`src/rtl/sram_port_arbiter_if.sv`:
```
// rtl/sram_port_arbiter_if.sv - one req/addr_ok/data_ok SRAM-like memory port
interface sram_port_arbiter_if;
    logic        req;
    logic        wr;
    logic [1:0]  size;
    logic [3:0]  wstrb;
    logic [31:0] addr;
    logic [31:0] wdata;
    logic        addr_ok;
    logic        data_ok;
    logic [31:0] rdata;

    modport master (
        output req, wr, size, wstrb, addr, wdata,
        input  addr_ok, data_ok, rdata
    );

    modport slave (
        input  req, wr, size, wstrb, addr, wdata,
        output addr_ok, data_ok, rdata
    );
endinterface

```
`src/rtl/sram_port_arbiter.sv`:
```
// rtl/sram_port_arbiter.sv - shares one SRAM-like port between inst and data requesters
module sram_port_arbiter #(
    parameter int MAX_OUTST    = 2,
    parameter int STARVE_LIMIT = 3
) (
    input  logic                      clk,
    input  logic                      resetn,
    sram_port_arbiter_if.slave        inst,
    sram_port_arbiter_if.slave        data,
    sram_port_arbiter_if.master       mem,
    output logic                      err_stray_ok
);
    localparam int CW = $clog2(MAX_OUTST + 1);
    localparam int PW = (MAX_OUTST > 1) ? $clog2(MAX_OUTST) : 1;
    localparam int SW = $clog2(STARVE_LIMIT + 1);
    localparam logic [CW-1:0] FULL_CNT   = CW'(MAX_OUTST);
    localparam logic [PW-1:0] LAST_PTR   = PW'(MAX_OUTST - 1);
    localparam logic [SW-1:0] STARVE_MAX = SW'(STARVE_LIMIT);

    logic                 lock_valid;
    logic                 lock_id;
    logic [MAX_OUTST-1:0] q_id;
    logic [PW-1:0]        wr_ptr;
    logic [PW-1:0]        rd_ptr;
    logic [CW-1:0]        count;
    logic [SW-1:0]        starve_cnt;

    logic owner;
    logic owner_req;
    logic grant;
    logic accept;
    logic pop;
    logic head_id;

    // owner: 0 = inst, 1 = data; a pending handshake keeps its owner
    always_comb begin
        if (lock_valid)
            owner = lock_id;
        else if (inst.req && data.req)
            owner = (starve_cnt != STARVE_MAX);
        else
            owner = data.req;
    end

    assign owner_req = owner ? data.req : inst.req;
    assign grant     = resetn & (count != FULL_CNT) & owner_req;
    assign accept    = grant & mem.addr_ok;
    assign pop       = resetn & mem.data_ok & (count != '0);
    assign head_id   = q_id[rd_ptr];

    assign mem.req = grant;

    always_comb begin
        mem.wr    = 1'b0;
        mem.size  = '0;
        mem.wstrb = '0;
        mem.addr  = '0;
        mem.wdata = '0;
        if (resetn) begin
            if (grant && owner) begin
                mem.wr    = data.wr;
                mem.size  = data.size;
                mem.wstrb = data.wstrb;
                mem.addr  = data.addr;
                mem.wdata = data.wdata;
            end else begin
                mem.wr    = inst.wr;
                mem.size  = inst.size;
                mem.wstrb = inst.wstrb;
                mem.addr  = inst.addr;
                mem.wdata = inst.wdata;
            end
        end
    end

    assign inst.addr_ok = accept & ~owner;
    assign data.addr_ok = accept & owner;
    assign inst.data_ok = pop & ~head_id;
    assign data.data_ok = pop & head_id;
    assign inst.rdata   = resetn ? mem.rdata : '0;
    assign data.rdata   = resetn ? mem.rdata : '0;

    always_ff @(posedge clk or negedge resetn) begin
        if (!resetn) begin
            lock_valid   <= 1'b0;
            lock_id      <= 1'b0;
            q_id         <= '0;
            wr_ptr       <= '0;
            rd_ptr       <= '0;
            count        <= '0;
            starve_cnt   <= '0;
            err_stray_ok <= 1'b0;
        end else begin
            if (accept) begin
                lock_valid <= 1'b0;
            end else if (grant) begin
                lock_valid <= 1'b1;
                lock_id    <= owner;
            end

            if (accept) begin
                q_id[wr_ptr] <= owner;
                wr_ptr       <= (wr_ptr == LAST_PTR) ? '0 : wr_ptr + 1'b1;
            end
            if (pop)
                rd_ptr <= (rd_ptr == LAST_PTR) ? '0 : rd_ptr + 1'b1;

            if (accept && !pop)
                count <= count + 1'b1;
            else if (!accept && pop)
                count <= count - 1'b1;

            if (mem.data_ok && count == '0)
                err_stray_ok <= 1'b1;

            if (!inst.req || (accept && !owner))
                starve_cnt <= '0;
            else if (accept && owner && starve_cnt != STARVE_MAX)
                starve_cnt <= starve_cnt + 1'b1;
        end
    end
endmodule

```
`src/flat_wrapper.sv`:
```
// flat-port wrapper written by rule: the top's interface ports become plain ports
module sram_port_arbiter_flat 
#(
    parameter int MAX_OUTST    = 2,
    parameter int STARVE_LIMIT = 3
)
  (clk, resetn, err_stray_ok, inst_req, inst_wr, inst_size, inst_wstrb, inst_addr, inst_wdata, inst_addr_ok, inst_data_ok, inst_rdata, data_req, data_wr, data_size, data_wstrb, data_addr, data_wdata, data_addr_ok, data_data_ok, data_rdata, mem_req, mem_wr, mem_size, mem_wstrb, mem_addr, mem_wdata, mem_addr_ok, mem_data_ok, mem_rdata);
  sram_port_arbiter_if inst_i ();
  sram_port_arbiter_if data_i ();
  sram_port_arbiter_if mem_i ();
  input  logic clk;
  input  logic resetn;
  output logic err_stray_ok;
  input wire logic [$bits(inst_i.req)-1:0] inst_req;
  input wire logic [$bits(inst_i.wr)-1:0] inst_wr;
  input wire logic [$bits(inst_i.size)-1:0] inst_size;
  input wire logic [$bits(inst_i.wstrb)-1:0] inst_wstrb;
  input wire logic [$bits(inst_i.addr)-1:0] inst_addr;
  input wire logic [$bits(inst_i.wdata)-1:0] inst_wdata;
  output wire logic [$bits(inst_i.addr_ok)-1:0] inst_addr_ok;
  output wire logic [$bits(inst_i.data_ok)-1:0] inst_data_ok;
  output wire logic [$bits(inst_i.rdata)-1:0] inst_rdata;
  input wire logic [$bits(data_i.req)-1:0] data_req;
  input wire logic [$bits(data_i.wr)-1:0] data_wr;
  input wire logic [$bits(data_i.size)-1:0] data_size;
  input wire logic [$bits(data_i.wstrb)-1:0] data_wstrb;
  input wire logic [$bits(data_i.addr)-1:0] data_addr;
  input wire logic [$bits(data_i.wdata)-1:0] data_wdata;
  output wire logic [$bits(data_i.addr_ok)-1:0] data_addr_ok;
  output wire logic [$bits(data_i.data_ok)-1:0] data_data_ok;
  output wire logic [$bits(data_i.rdata)-1:0] data_rdata;
  output wire logic [$bits(mem_i.req)-1:0] mem_req;
  output wire logic [$bits(mem_i.wr)-1:0] mem_wr;
  output wire logic [$bits(mem_i.size)-1:0] mem_size;
  output wire logic [$bits(mem_i.wstrb)-1:0] mem_wstrb;
  output wire logic [$bits(mem_i.addr)-1:0] mem_addr;
  output wire logic [$bits(mem_i.wdata)-1:0] mem_wdata;
  input wire logic [$bits(mem_i.addr_ok)-1:0] mem_addr_ok;
  input wire logic [$bits(mem_i.data_ok)-1:0] mem_data_ok;
  input wire logic [$bits(mem_i.rdata)-1:0] mem_rdata;
  assign inst_i.req = inst_req;
  assign inst_i.wr = inst_wr;
  assign inst_i.size = inst_size;
  assign inst_i.wstrb = inst_wstrb;
  assign inst_i.addr = inst_addr;
  assign inst_i.wdata = inst_wdata;
  assign inst_addr_ok = inst_i.addr_ok;
  assign inst_data_ok = inst_i.data_ok;
  assign inst_rdata = inst_i.rdata;
  assign data_i.req = data_req;
  assign data_i.wr = data_wr;
  assign data_i.size = data_size;
  assign data_i.wstrb = data_wstrb;
  assign data_i.addr = data_addr;
  assign data_i.wdata = data_wdata;
  assign data_addr_ok = data_i.addr_ok;
  assign data_data_ok = data_i.data_ok;
  assign data_rdata = data_i.rdata;
  assign mem_req = mem_i.req;
  assign mem_wr = mem_i.wr;
  assign mem_size = mem_i.size;
  assign mem_wstrb = mem_i.wstrb;
  assign mem_addr = mem_i.addr;
  assign mem_wdata = mem_i.wdata;
  assign mem_i.addr_ok = mem_addr_ok;
  assign mem_i.data_ok = mem_data_ok;
  assign mem_i.rdata = mem_rdata;
  sram_port_arbiter #(.MAX_OUTST(MAX_OUTST), .STARVE_LIMIT(STARVE_LIMIT)) u_core (.clk(clk), .resetn(resetn), .inst(inst_i), .data(data_i), .mem(mem_i), .err_stray_ok(err_stray_ok));
endmodule
```
`config.mk`:
```
export PLATFORM = sky130hd
export DESIGN_NAME = sram_port_arbiter_flat
export DESIGN_NICKNAME = d
export VERILOG_FILES = /design/src/rtl/sram_port_arbiter_if.sv /design/src/rtl/sram_port_arbiter.sv /design/src/flat_wrapper.sv
export SDC_FILE = /design/constraint.sdc
export NUM_CORES = 1
export LEC_CHECK = 0
export ABC_AREA = 1
export BUFFER_PORTS_ARGS = -buffer_cell sky130_fd_sc_hd__buf_2
export CORE_AREA = 2 2 123 125
export CTS_CLUSTER_DIAMETER = 30
export DETAILED_ROUTE_END_ITERATION = 8
export DIE_AREA = 0 0 125 127
export HOLD_SLACK_MARGIN = 0.05
export RECOVER_POWER = 50
export SETUP_SLACK_MARGIN = 0.3
export SYNTH_ARGS = -nofsm -noshare
export SYNTH_HDL_FRONTEND = slang
export SYNTH_SLANG_ARGS = --single-unit
```
`constraint.sdc`:
```
create_clock -name clk -period 2 [get_ports clk]
set_clock_uncertainty 0.05 [all_clocks]
set_input_delay 0.4 -clock clk [delete_from_list [all_inputs] [get_ports clk]]
set_output_delay 0.4 -clock clk [all_outputs]
set_load 0.005 [all_outputs]
```
# Word-level counts from Yosys, hierarchy flattened
# Index checks and enable logic that the tools add are counted.
dict set report word_totals {
  regBits 11
  inputBits 180
  wordCells 77
}
dict set report op_classes {
  addsub 5
  magnitude_cmp 3
  eq_ne 2
  n_mux 27
  n_bitwise 12
  n_reduce_logical 20
}
# cell n
set op_table {}
lappend op_table {{32-bit two-way mux} 5}
lappend op_table {{1-bit two-way mux} 12}
lappend op_table {{2-bit two-way mux} 6}
lappend op_table {{1-bit AND} 9}
lappend op_table {{1-bit logical AND} 9}
lappend op_table {{4-bit two-way mux} 2}
lappend op_table {{2-bit nonzero test} 4}
lappend op_table {{2-bit by 1-bit adder with 2-bit output (second input constant)} 2}
lappend op_table {{1-bit logical NOT} 4}
lappend op_table {{1-bit by 2-bit < comparator with 1-bit output (second input constant)} 2}
lappend op_table {{2-bit inequality test (second input constant)} 2}
lappend op_table {{1-bit NOT} 3}
lappend op_table {{1-bit adder (second input constant)} 2}
lappend op_table {{2-bit bitwise mux} 1}
lappend op_table {{2-bit logical NOT} 1}
lappend op_table {{2-bit AND reduction} 1}
lappend op_table {{2-bit by 1-bit subtractor with 2-bit output (second input constant)} 1}
lappend op_table {{1-bit demux with 1-bit select} 1}
lappend op_table {{1-bit greater-or-equal comparator (second input constant)} 1}
lappend op_table {{1-bit logical OR} 1}

# Logic depth before layout (Yosys ltp)
dict set report depth {
  ltp_word 10
  ltp_mapped 13
  depth_no_buf 12
}

# Least setup slack after synthesis
# OpenSTA, ideal clock, no wires.
dict set report synth_timing {
  path_type {flip-flop to flip-flop}
  start {reg u_core.starve_cnt[0]}
  end {reg u_core.count[1]}
  arrival_ns 1.768
  required_time_ns 1.826
  slack_ns 0.058
  path_stages_with_launch 14
  path_buffers 1
  period_less_slack_ns 1.942
  path_cell_list {dfrtp_1 > ha_1 > nand2_1 > nand3_1 > nand2_1 > nand2_2 > buf_6 > nand2_4 > nand2_1 > inv_1 > ha_1 > a21oi_1 > o21ai_0 > xnor2_1}
}
dict set report synth_via {
  elab_chain_cells 9
  word_cells_on_any_way 11
  classes_between {eq/ne: 1; mux: 4; bitwise: 2; reduce/logical: 4}
}
# item line_no
set synth_lines {}
lappend synth_lines {{start, declared} sram_port_arbiter.sv:26} ;# logic [SW-1:0] starve_cnt;
lappend synth_lines {{start signal, assigned} sram_port_arbiter.sv:119} ;# starve_cnt <= starve_cnt + 1'b1;
lappend synth_lines {{2-bit inequality test (*)} sram_port_arbiter.sv:40} ;# owner = (starve_cnt != STARVE_MAX);
lappend synth_lines {{1-bit two-way mux (*)} sram_port_arbiter.sv:39} ;# else if (inst.req && data.req)
lappend synth_lines {{1-bit two-way mux (*)} sram_port_arbiter.sv:37} ;# if (lock_valid)
lappend synth_lines {{1-bit two-way mux (*)} sram_port_arbiter.sv:45} ;# assign owner_req = owner ? data.req : inst.req;
lappend synth_lines {{1-bit AND (*)} sram_port_arbiter.sv:46} ;# assign grant = resetn & (count != FULL_CNT) & owner_req;
lappend synth_lines {{named net mem_req} flat_wrapper.sv:32} ;# output wire logic [$bits(mem_i.req)-1:0] mem_req;
lappend synth_lines {{1-bit AND (*)} sram_port_arbiter.sv:47} ;# assign accept = grant & mem.addr_ok;
lappend synth_lines {{1-bit logical NOT} sram_port_arbiter.sv:110} ;# else if (!accept && pop)
lappend synth_lines {{1-bit logical AND} sram_port_arbiter.sv:110}
lappend synth_lines {{2-bit nonzero test (no line)} -}
lappend synth_lines {{end signal, assigned} sram_port_arbiter.sv:109} ;# count <= count + 1'b1;
lappend synth_lines {{end signal, assigned} sram_port_arbiter.sv:111} ;# count <= count - 1'b1;
lappend synth_lines {{end, declared} sram_port_arbiter.sv:25} ;# logic [CW-1:0] count;
# Mark *: on every way through the listed nets, which the timed path passes. The rest lies on a longest branch.
# A chain may end at the register's enable or synchronous reset.

# Worst setup path after layout
dict set report layout_timing {
  start {reg u_core.starve_cnt[1]}
  end {out mem_wdata[27]}
}
dict set report layout_via {
  elab_chain_cells 8
}
# item line_no
set layout_lines {}
lappend layout_lines {{2-bit inequality test (*)} sram_port_arbiter.sv:40}
lappend layout_lines {{1-bit two-way mux (*)} sram_port_arbiter.sv:39}
lappend layout_lines {{1-bit two-way mux (*)} sram_port_arbiter.sv:37}
lappend layout_lines {{1-bit two-way mux} sram_port_arbiter.sv:45}
lappend layout_lines {{1-bit AND} sram_port_arbiter.sv:46}
lappend layout_lines {{1-bit logical AND (*)} sram_port_arbiter.sv:60} ;# if (grant && owner) begin
lappend layout_lines {{32-bit two-way mux (*)} sram_port_arbiter.sv:60}
lappend layout_lines {{32-bit two-way mux (*)} sram_port_arbiter.sv:59} ;# if (resetn) begin
lappend layout_lines {{end, declared} flat_wrapper.sv:37} ;# output wire logic [$bits(mem_i.wdata)-1:0] mem_wdata;
# Mark *: on every way between the ends. The rest lies on a longest branch, timed or not.

==> results.ini <==
[run_status]
status=finished, violations left
violations=setup timing

[worst_setup_path]
slowest_stage=dfrtp_1
critPathTopFamily=buffers and inverters
slowest_delay_ns=0.38
crit_top_cell=buf_6
critical_path_class=reg2out
critPathBufInv=5
worstPathArrival_ns=1.82
path_max_fanout=5
crit_path_cell_trace=ha_2, nand2_1, nand3_2, nand2_2, nand2_4, inv_6, buf_6, buf_16, buf_6, nor2_2, nor2_1, buf_2
critPathLaunchType=register
worstPathRequired_ns=1.55
worst_setup_path_end_kind=output port

[synthesis]
ys_warn_count=0
syn_inst=406
synthesis.nets=588
yosysUniqueCellTypes=24
synth_top_area_share_pct=25.72
ys_seq_elements=11
synth_area_leader_cell=nor2_1
yosysSeqAreaShare_pct=12.92
yosys-top-cells-area=nor2_1 26%, o21ai_1 17%, dfrtp_1 13%, buf_4 11%, nand2_1 8.5%
syn_area_mm2=0.002131
syn_avg_cell_area_um2=5.248

[clock_network]
cts_max_path_buffers=2
cts.sinks=11
numCtsBuffers=3
clk_latency_ns=0.24
htreeDepth=1
cts.clk_slew.worst_paths_ns=0.04
cts_tree=built
cts-root-buf=clkbuf_16
postCtsHoldBufs=0

[global_route]
grt_pass1_wl_um=17570
globalRouteOverflowTotal=0
antenna_found_initial=0
grt_pass1_vias=3379
track_usage_pct=13.40
grt_max_degree=50

[placed_design]
place_hpwl_um=8872
place_congestion=0.8159
place_inst=888
portBuffers=320

[sta]
fmax_ghz=0.4409
worstMarginPinSlew_ns=0.2893
rsz0062_at_grt=yes
finalMaxSlewViolations=0
hold_viol_final=0
layout_setup_ws_ns=-0.2680
setup_viol=78
fin_crit_ns=2.268
fin_crit_sh_pct=113.4
whs_ns=0.06209
slew-limit-headroom_pct=80.71

[floorplan]
initial_core_util_pct=14.77
die_area_mm2=0.01588
core_mm2=0.01442
die-height_um=127
io_pins=321
num_rows=44
die_w_um=125

[final_layout]
synthToLayoutAreaGrowth_pct=115.6
final_core_util_pct=31.85
layout_common_cells=309 x buf_2, 119 x nor2_1, 53 x o21ai_1
antenna_cells=0
layout.nets=916
final_cells=917
nFillCells=1597
drive_above_1_share_pct=60.57
final_common_cell=buf_2

[routing]
drt_first_iter_violations=124
ant_nets=0
firstDrtPassIters=4
dr_total_vias=3603
wl_um=11840
wire_per_inst_um=12.91
post-route-drc-count=0
via_per_inst=3.929

[pwr]
intPower_mw=1.941
leakage_nw=2.759
ir_drop_mv=0.5673
p_comb_share_pct=77.9
switchingPower_mw=1.453
clock_power_share_pct=11.1
power.share.switching_pct=42.81
power_density_mw_per_mm2=738.9
pwr-share-seq_pct=11.0

[min_path]
hp-class=in2async

[job]
drv_cap=0

cells by family (layout without fill, tap and decap cells):
family	count (synthesis)	count (layout)	share of synthesized area [%]
AO/OA/AOI/OAI	81	81	19.14
adder cells (fa/ha/maj)	2	2	1.174
AND/OR/NAND/NOR	207	207	38.70
buffers and inverters	102	429	26.84
flip-flops	11	11	12.92
XOR/XNOR	3	3	1.233
routing by layer:
layer  wire length [um]  track usage (%)  vias to the layer above
met1               4918            17.56                     1575
met2               6107            24.14                      144
met3                736            1.633                        9
met5                  0                0                        -
met4                 81            1.961                        0
li1                   -                -                     1875
synth_stat cells, drive strengths merged:
library cell  number
nor2             148
o21ai             77
nand2             50
buf               47
inv               44
clkbuf            11
dfrtp             11
nand3              5
a21oi              3
ha                 2
nand4              2
xnor2              2
a21o               1
nand3b             1
or2                1
xor2               1
layout make-up:
| cell class | instances | area, um2 | area share [%] |
|---|---|---|---|
| multi-input cells | 293 | 1578 | 34.34 |
| flip-flops and latches | 11 | 275.3 | 5.991 |
| clock buffers | 4 | 78.83 | 1.716 |
| well taps | 184 | 230.2 | 5.011 |
| repair buffers | 381 | 2260 | 49.18 |
| inverters | 44 | 172.7 | 3.758 |
stage by stage:
step / total power [mW] / setup TNS, ns / worst slack [ns] / instance area (um2)
global route: 3.690 / -22.66 / -0.3768 / 4594
detailed placement: 2.286 / -0.1376 / -0.04275 / 3928
global placement: 2.273 / -0.09861 / -0.03451 / 3928
CTS: 3.131 / -14.15 / -0.2421 / 4384
finish: 3.395 / -14.25 / -0.2680 / 4594
floorplan: 1.393 / 0 / 0.1763 / 2158
state kept, by name, summed over array words and instances (netlist names):
name,flops
u_core.count,2
u_core.err_stray_ok,1
u_core.lock_id,1
u_core.lock_valid,1
u_core.q_id,2
u_core.rd_ptr,1
u_core.starve_cnt,2
u_core.wr_ptr,1
final timing paths:
kind	start	endpoint	slack (ns)	depth (start not counted)
min	resetn	u_core.rd_ptr$_DFFE_PN0P_	0.06	2
min in group clk	mem_data_ok	u_core.err_stray_ok$_DFFE_PN0P_	0.33	2
min reg2reg	u_core.err_stray_ok$_DFFE_PN0P_	u_core.err_stray_ok$_DFFE_PN0P_	0.42	1
max in group asynchronous	resetn	u_core.count[1]$_DFFE_PN0P_	1.34	3
max reg2reg	u_core.starve_cnt[1]$_DFFE_PN0P_	u_core.count[1]$_DFFE_PN0P_	-0.11	15
max	u_core.starve_cnt[1]$_DFFE_PN0P_	mem_wdata[27]	-0.27	12
what timing repair did:
action                     CTS  global route
gates resized for setup     50            59
pin swaps                   29            25
cloned                       4             0
buffers inserted            14             7
setup endpoints to repair   95           145
power by group through the flow:
stage	registers, mW	logic (mW)	clock network [mW]
after floorplan	0.352	1.04	0
after global placement	0.357	1.92	0
after detailed placement	0.360	1.93	0
after CTS	0.363	2.39	0.375
after global routing	0.385	2.91	0.392
final	0.373	2.65	0.376
(Power assumes the default switching activity.)
